[src/rtl/seq_rec_pkg.sv]
// seq_rec_pkg: shared helpers for the multi-channel sequence recognizer.
//   clog2_min1  - ceiling log2 clamped to at least 1 (counter width helper)
//   min_ones_ok - legality check for the MIN_ONES parameter
package seq_rec_pkg;

  function automatic int unsigned clog2_min1(input int unsigned n);
    int unsigned r;
    r = 0;
    for (int unsigned i = 0; i < 32; i++) begin
      if ((64'd1 << i) < 64'(n)) r = i + 1;
    end
    if (r < 1) r = 1;
    return r;
  endfunction

  function automatic bit min_ones_ok(input int m);
    return m >= 1;
  endfunction

endpackage

[src/rtl/seq_rec_ch.sv]
// seq_rec_ch: one recognizer channel.
//   clk, rst (async active-low), x_valid/x (qualified sample), clr (sync restart)
//   ones_cnt : saturating count of accepted 1s
//   zero_par : parity of accepted 0s (1 = odd)
//   f        : match flag, decoded from registered state only
//   f_rise   : one-cycle pulse on each 0->1 transition of f
module seq_rec_ch
  import seq_rec_pkg::*;
#(
  parameter int MIN_ONES = 2,
  parameter bit ZERO_ODD = 1'b1,
  localparam int unsigned ONES_W = clog2_min1(MIN_ONES + 1)
) (
  input  logic              clk,
  input  logic              rst,
  input  logic              x_valid,
  input  logic              x,
  input  logic              clr,
  output logic [ONES_W-1:0] ones_cnt,
  output logic              zero_par,
  output logic              f,
  output logic              f_rise
);

  if (!min_ones_ok(MIN_ONES)) begin : g_bad_min_ones
    $error("seq_rec_ch: MIN_ONES must be >= 1");
  end

  localparam logic [ONES_W-1:0] ONES_MAX = ONES_W'(MIN_ONES);

  logic f_d;

  always_ff @(posedge clk or negedge rst) begin
    if (!rst) begin
      ones_cnt <= '0;
      zero_par <= 1'b0;
      f_d      <= 1'b0;
    end else if (clr) begin
      // restart drops the sample presented on the same edge
      ones_cnt <= '0;
      zero_par <= 1'b0;
      f_d      <= 1'b0;
    end else begin
      f_d <= f;
      if (x_valid) begin
        if (x) begin
          if (ones_cnt != ONES_MAX) ones_cnt <= ones_cnt + ONES_W'(1);
        end else begin
          zero_par <= ~zero_par;
        end
      end
    end
  end

  always_comb begin
    f      = (ones_cnt == ONES_MAX) && (zero_par == ZERO_ODD);
    f_rise = f & ~f_d;
  end

endmodule

[src/rtl/seq_rec_multi.sv]
// seq_rec_multi: N_CH independent serial sequence recognizers.
//   clk, rst (async active-low, clears all channels)
//   x_valid, x, clr : per-channel sample qualifier, data bit, sync restart
//   F, F_rise       : per-channel match flag and its rise pulse
//   ones_cnt        : channel i at bits [i*ONES_W +: ONES_W]
//   zero_par        : per-channel parity of accepted zeros
module seq_rec_multi
  import seq_rec_pkg::*;
#(
  parameter int N_CH     = 1,
  parameter int MIN_ONES = 2,
  parameter bit ZERO_ODD = 1'b1,
  localparam int unsigned ONES_W = clog2_min1(MIN_ONES + 1)
) (
  input  logic                     clk,
  input  logic                     rst,
  input  logic [N_CH-1:0]          x_valid,
  input  logic [N_CH-1:0]          x,
  input  logic [N_CH-1:0]          clr,
  output logic [N_CH-1:0]          F,
  output logic [N_CH-1:0]          F_rise,
  output logic [N_CH*ONES_W-1:0]   ones_cnt,
  output logic [N_CH-1:0]          zero_par
);

  for (genvar i = 0; i < N_CH; i++) begin : g_ch
    seq_rec_ch #(
      .MIN_ONES (MIN_ONES),
      .ZERO_ODD (ZERO_ODD)
    ) u_ch (
      .clk      (clk),
      .rst      (rst),
      .x_valid  (x_valid[i]),
      .x        (x[i]),
      .clr      (clr[i]),
      .ones_cnt (ones_cnt[i*ONES_W +: ONES_W]),
      .zero_par (zero_par[i]),
      .f        (F[i]),
      .f_rise   (F_rise[i])
    );
  end

endmodule

[config.mk]
export PLATFORM = sky130hd
export DESIGN_NAME = seq_rec_multi
export DESIGN_NICKNAME = d
export VERILOG_FILES = /design/src/rtl/seq_rec_pkg.sv /design/src/rtl/seq_rec_ch.sv /design/src/rtl/seq_rec_multi.sv
export SDC_FILE = /design/constraint.sdc
export NUM_CORES = 1
export LEC_CHECK = 0
export BUFFER_PORTS_ARGS = -buffer_cell sky130_fd_sc_hd__buf_2
export CELL_PAD_IN_SITES_DETAIL_PLACEMENT = 0
export CELL_PAD_IN_SITES_GLOBAL_PLACEMENT = 1
export CORE_AREA = 2 2 39 41
export DETAILED_ROUTE_END_ITERATION = 16
export DIE_AREA = 0 0 41 43
export PLACE_DENSITY_LB_ADDON = 0.1
export SLEW_MARGIN = 15
export SYNTH_ARGS = -nofsm -noshare
export SYNTH_HDL_FRONTEND = slang
export SYNTH_SLANG_ARGS = --single-unit
[constraint.sdc]
create_clock -name clk -period 1.15 [get_ports clk]
set_input_delay 0.0575 -clock clk [delete_from_list [all_inputs] [get_ports clk]]
set_output_delay 0.0575 -clock clk [all_outputs]
set_load 0.01 [all_outputs]
==> Word level (Yosys, flattened, before mapping) <==
Index checks and enable logic that the tools add are counted.
{ "op_classes": {"n_bitwise": 3, "eq_ne": 3, "mux": 8, "reduce_logical": 6, "n_addsub": 1} }
{ "op_table": {"columns": ["op", "count"], "rows": [
  ["$mux W2", 4],
  ["$reduce_bool A2 Y1", 3],
  ["$mux W1", 4],
  ["$reduce_and A3 Y1", 1],
  ["$add A2 B1 Y2 const B", 1],
  ["$eq A2 B2 Y1 const B", 1],
  ["$ne A2 B1 Y1 const B", 1],
  ["$ne A2 B2 Y1 const B", 1],
  ["$not A1 Y1", 2],
  ["$reduce_and A2 Y1", 1],
  ["$and A1 B1 Y1", 1],
  ["$logic_and A1 B1 Y1", 1]
]} }
{ "totals": {"out_inout_bits": 5, "regBits": 4, "inputBits": 5, "elab_cells": 24} }

==> Logic depth before layout (Yosys ltp) <==
{ "depth": {"ltp_word": 5, "depth_mapped": 5, "ltp_nobuf": 5} }

==> Worst setup path before layout <==
OpenSTA, ideal clock, no wires.
{ "synth_timing": {"path_type": "register -> register", "startpoint": "reg g_ch[0].u_ch.ones_cnt[0]", "endpoint": "reg g_ch[0].u_ch.ones_cnt[1]", "path_stages_with_launch": 6, "slack_ps": -26, "path_buffers": 0, "t_required_ps": 1073, "synth_period_minus_slack_ps": 1176, "setup_time_ps": 77, "arrival_ps": 1098, "cell_sequence": "dfrtp_1 -> inv_1 -> ha_1 -> nand3b_4 -> or2_0 -> a21oi_1"} }
{ "synth_between": {"elab_chain_cells": 5, "elab_cells_between_ends": 8, "cone_classes": "add/sub: 1; eq/ne: 1; mux: 4; reduce/logical: 2"} }
{ "synth_rtl": {"columns": ["element", "line", "source"], "rows": [
  ["start, declared", "seq_rec_ch.sv:19", "output logic [ONES_W-1:0] ones_cnt,"],
  ["start signal, assigned", "seq_rec_ch.sv:47", "if (ones_cnt != ONES_MAX) ones_cnt <= ones_cnt + ONES_W'(1);"],
  ["$add A2 B1 Y2", "seq_rec_ch.sv:47", null],
  ["$mux W2", "seq_rec_ch.sv:47", null],
  ["$mux W2", "seq_rec_ch.sv:46", "if (x) begin"],
  ["$mux W2", "seq_rec_ch.sv:45", "if (x_valid) begin"],
  ["$mux W2", "seq_rec_ch.sv:38", "end else if (clr) begin"]
]} }
Parallel ways exist; a longest one is shown, timed or not. The select of a mux whose other input is x is not followed.
A chain may end at the register's enable or synchronous reset.

==> Worst setup path after layout <==
{ "layout_timing": {"startpoint": "reg g_ch[0].u_ch.ones_cnt[0]", "endpoint": "out F_rise"} }
{ "layout_between": {"elab_chain_cells": 3} }
{ "layout_rtl": {"columns": ["element", "line", "source"], "rows": [
  ["$eq A2 B2 Y1", "seq_rec_ch.sv:56", "f = (ones_cnt == ONES_MAX) && (zero_par == ZERO_ODD);"],
  ["$logic_and A1 B1 Y1", "seq_rec_ch.sv:56", null],
  ["$and A1 B1 Y1", "seq_rec_ch.sv:57", "f_rise = f & ~f_d;"],
  ["end, declared", "seq_rec_multi.sv:21", "output logic [N_CH-1:0] F_rise,"]
]} }
No other way between the ends.

==> metrics.txt <==
crit start category register; Synth top area share 50.0%; WL met2 186 µm; ys async rst share 100%; io pins 10; CTS tree yes; syn avg cell area 10.5 µm²; wire length per cell 8.59 µm; Mapped Nets 25; non-filler cells, final approximately 50; Inserted Diodes 0; vias in the first global route 198; initial core utilization 14.5%; worst-path fanout max 3; critical path class reg -> out; fmax 869 MHz; hpwl dp 333 µm; pre-CTS setup slack 0.0119 ns; Pwr per Cell Area 1170 nW/µm²; Final setup viols 1; DR iter-0 viols 0; Mapped Cells 19; VDD IR max 0.497 mV; Max Used Layer met4; Via Count 183; final setup margin -0.000575 ns; total CTS buffers 3; routability cong. 0.648; Global Route Usage Sum approximately 8.2%; RSZ-0062 raised after global routing yes; top post-synthesis cells by count dfrtp_1, nor2_1, inv_1, nand2_1, xnor2_1; maxcap violations 0; hold crit path type in -> reg; Syn. warnings 0; pin count of the biggest net entering global routing 5; layout cells sized above 1 about three fifths; number of max-slew violations in the final report 0; Synth area leaders dfrtp_1, nand3b_4, xnor2_1; post-route ant nets 0; number of synthesized register bits 4; EDFF count, synth 0; Rel. slew slack 89.4%; Syn Std Cell Area 200 µm²; core footprint 1380 µm²; clk sink count 4; final wirelength 438 µm; Setup TNS -0.000575 ns; data arrival time of the worst path 1.09 ns; area occupied by multi-input gates 115 µm²; initial antenna violation count 0; DR pass1 iterations 1; CP endpoint kind output pin; die height 43 µm; Seq/Total Area, Yosys 50.0%; fin nets 43; met3 wire length between 60 and 70 µm; # fillers 160; Cell Rows 14; Area Overhead vs Synth 71.3%; M1 WL 170 µm; total grt overflow 0; distinct cell type count after synthesis 10; final-report hold violation count 0; PortBufs 9; Final Skew 0.00166 ns; Longest Clk Path Bufs 2; worst-margin pin slew 0.158 ns; die footprint about 1800 µm²; Worst-Skew Late Latency 0.24 ns; H-tree Lvls 1; ys flop type dfrtp_1; Final period util 100%; FF/Latch Area 100 µm²; cell taking the most area after synthesis dfrtp_1; outcome finished with violations; placed instance count 45; Avg Vias per Cell 3.59; leakage power 0.199 nW; first-pass GRT wire length 834 µm; Reg clk slew, reported paths around 0.040 ns; violated checks negative setup slack; required time worst endpoint 1.09 ns; DRC viols 0; CTS Root Cell clkbuf_4; Overall Power 0.000403 W; minimum clock period 1.15 ns; Die W 41 µm; Hold WS 0.0211 ns
==> layout make-up <==
class / count / share of cell area, %
Timing Repair Buffer: 13 / 22.6
Sequential cell: 4 / 29.2
Multi-Input combinational cell: 13 / 33.6
Tap cell: 16 / 5.84
Inverter: 2 / 2.19
Clock buffer: 3 / 6.57
==> routing by layer <==
metal  up-vias  GRT usage [%]
met5         -              0
met4         0           8.00
met3         5           7.85
met2         9           9.06
met1        78           8.41
li1         91              -
==> critical path, cell delays in order, from the launching register on <==
cell	delay, ns
dfrtp_1	0.37
inv_2	0.08
ha_4	0.14
nand2_4	0.05
nor2_2	0.09
buf_2	0.12
==> through the flow <==
step	cell area [µm²]	utilization [%]
6_report	343	24.8
5_1_grt	343	24.8
4_1_cts	328	23.7
3_5_place_dp	275	19.9
3_3_place_gp	275	19.9
2_1_floorplan	203	-
==> registers in the layout, summed over array words and instances (netlist names) <==
signal and cells:
g_ch.u_ch.ones_cnt 2, g_ch.u_ch.f_d 1, g_ch.u_ch.zero_par 1
==> power breakdown <==
| part | switching [W] | internal [W] | leakage, nW | total (W) |
|---|---|---|---|---|
| Sequential | 0.00000736 | 0.000149 | 0.0544 | 0.000157 |
| Combinational | 0.0000319 | 0.0000382 | 0.131 | 0.0000701 |
| Clock | 0.0000589 | 0.000117 | 0.0138 | 0.000176 |
| Total | 0.0000981 | 0.000304 | 0.199 | 0.000403 |
==> placed cells by master (no fill, tap or decap) <==
cell | Yosys | final
ha_4 | 0 | 1
and2b_2 | 1 | 1
nand2_1 | 2 | 1
nor2_1 | 4 | 3
buf_2 | 0 | 9
buf_4 | 0 | 3
a21oi_1 | 1 | 1
nand2_4 | 0 | 1
dlygate4sd3_1 | 0 | 1
dfrtp_1 | 4 | 4
xnor2_1 | 2 | 2
nand3b_4 | 1 | 1
inv_2 | 0 | 1
inv_1 | 2 | 1
or2_1 | 0 | 1
nor2_2 | 0 | 1
clkbuf_4 | 0 | 3
==> final timing paths <==
path	depth (start not counted)	end	slack [ns]	start
max in group asynchronous	2	g_ch[0].u_ch.ones_cnt[1]$_DFFE_PN0P_	0.88	rst
min in group asynchronous	2	g_ch[0].u_ch.f_d$_DFF_PN0_	0.15	rst
min reg2reg	2	g_ch[0].u_ch.f_d$_DFF_PN0_	0.58	g_ch[0].u_ch.zero_par$_DFFE_PN0P_
max	5	F_rise	-0.0006	g_ch[0].u_ch.ones_cnt[0]$_DFFE_PN0P_
min	2	g_ch[0].u_ch.f_d$_DFF_PN0_	0.02	clr
max reg2reg	4	g_ch[0].u_ch.ones_cnt[1]$_DFFE_PN0P_	-0.0006	g_ch[0].u_ch.ones_cnt[1]$_DFFE_PN0P_
==> cells by family (layout without fill, tap and decap cells) <==
logic type	Yosys count	after routing	synth area share [%]
AO/OA/AOI/OAI	1	1	2.50
XOR/XNOR	2	2	8.75
adder cells (fa/ha/maj)	1	1	6.25
buffers and inverters	2	18	3.75
flip-flops	4	4	50.0
AND/OR/NAND/NOR	9	9	28.8
==> repair_timing <==
item	in CTS	in global routing
pin swaps	0	2
resized for setup	2	3
setup endpoints to repair	3	3
endpoints found under the hold margin	4	0
buffers inserted	1	1
hold buffers	1	0
Note: power is estimated with default switching activity, not from simulation.
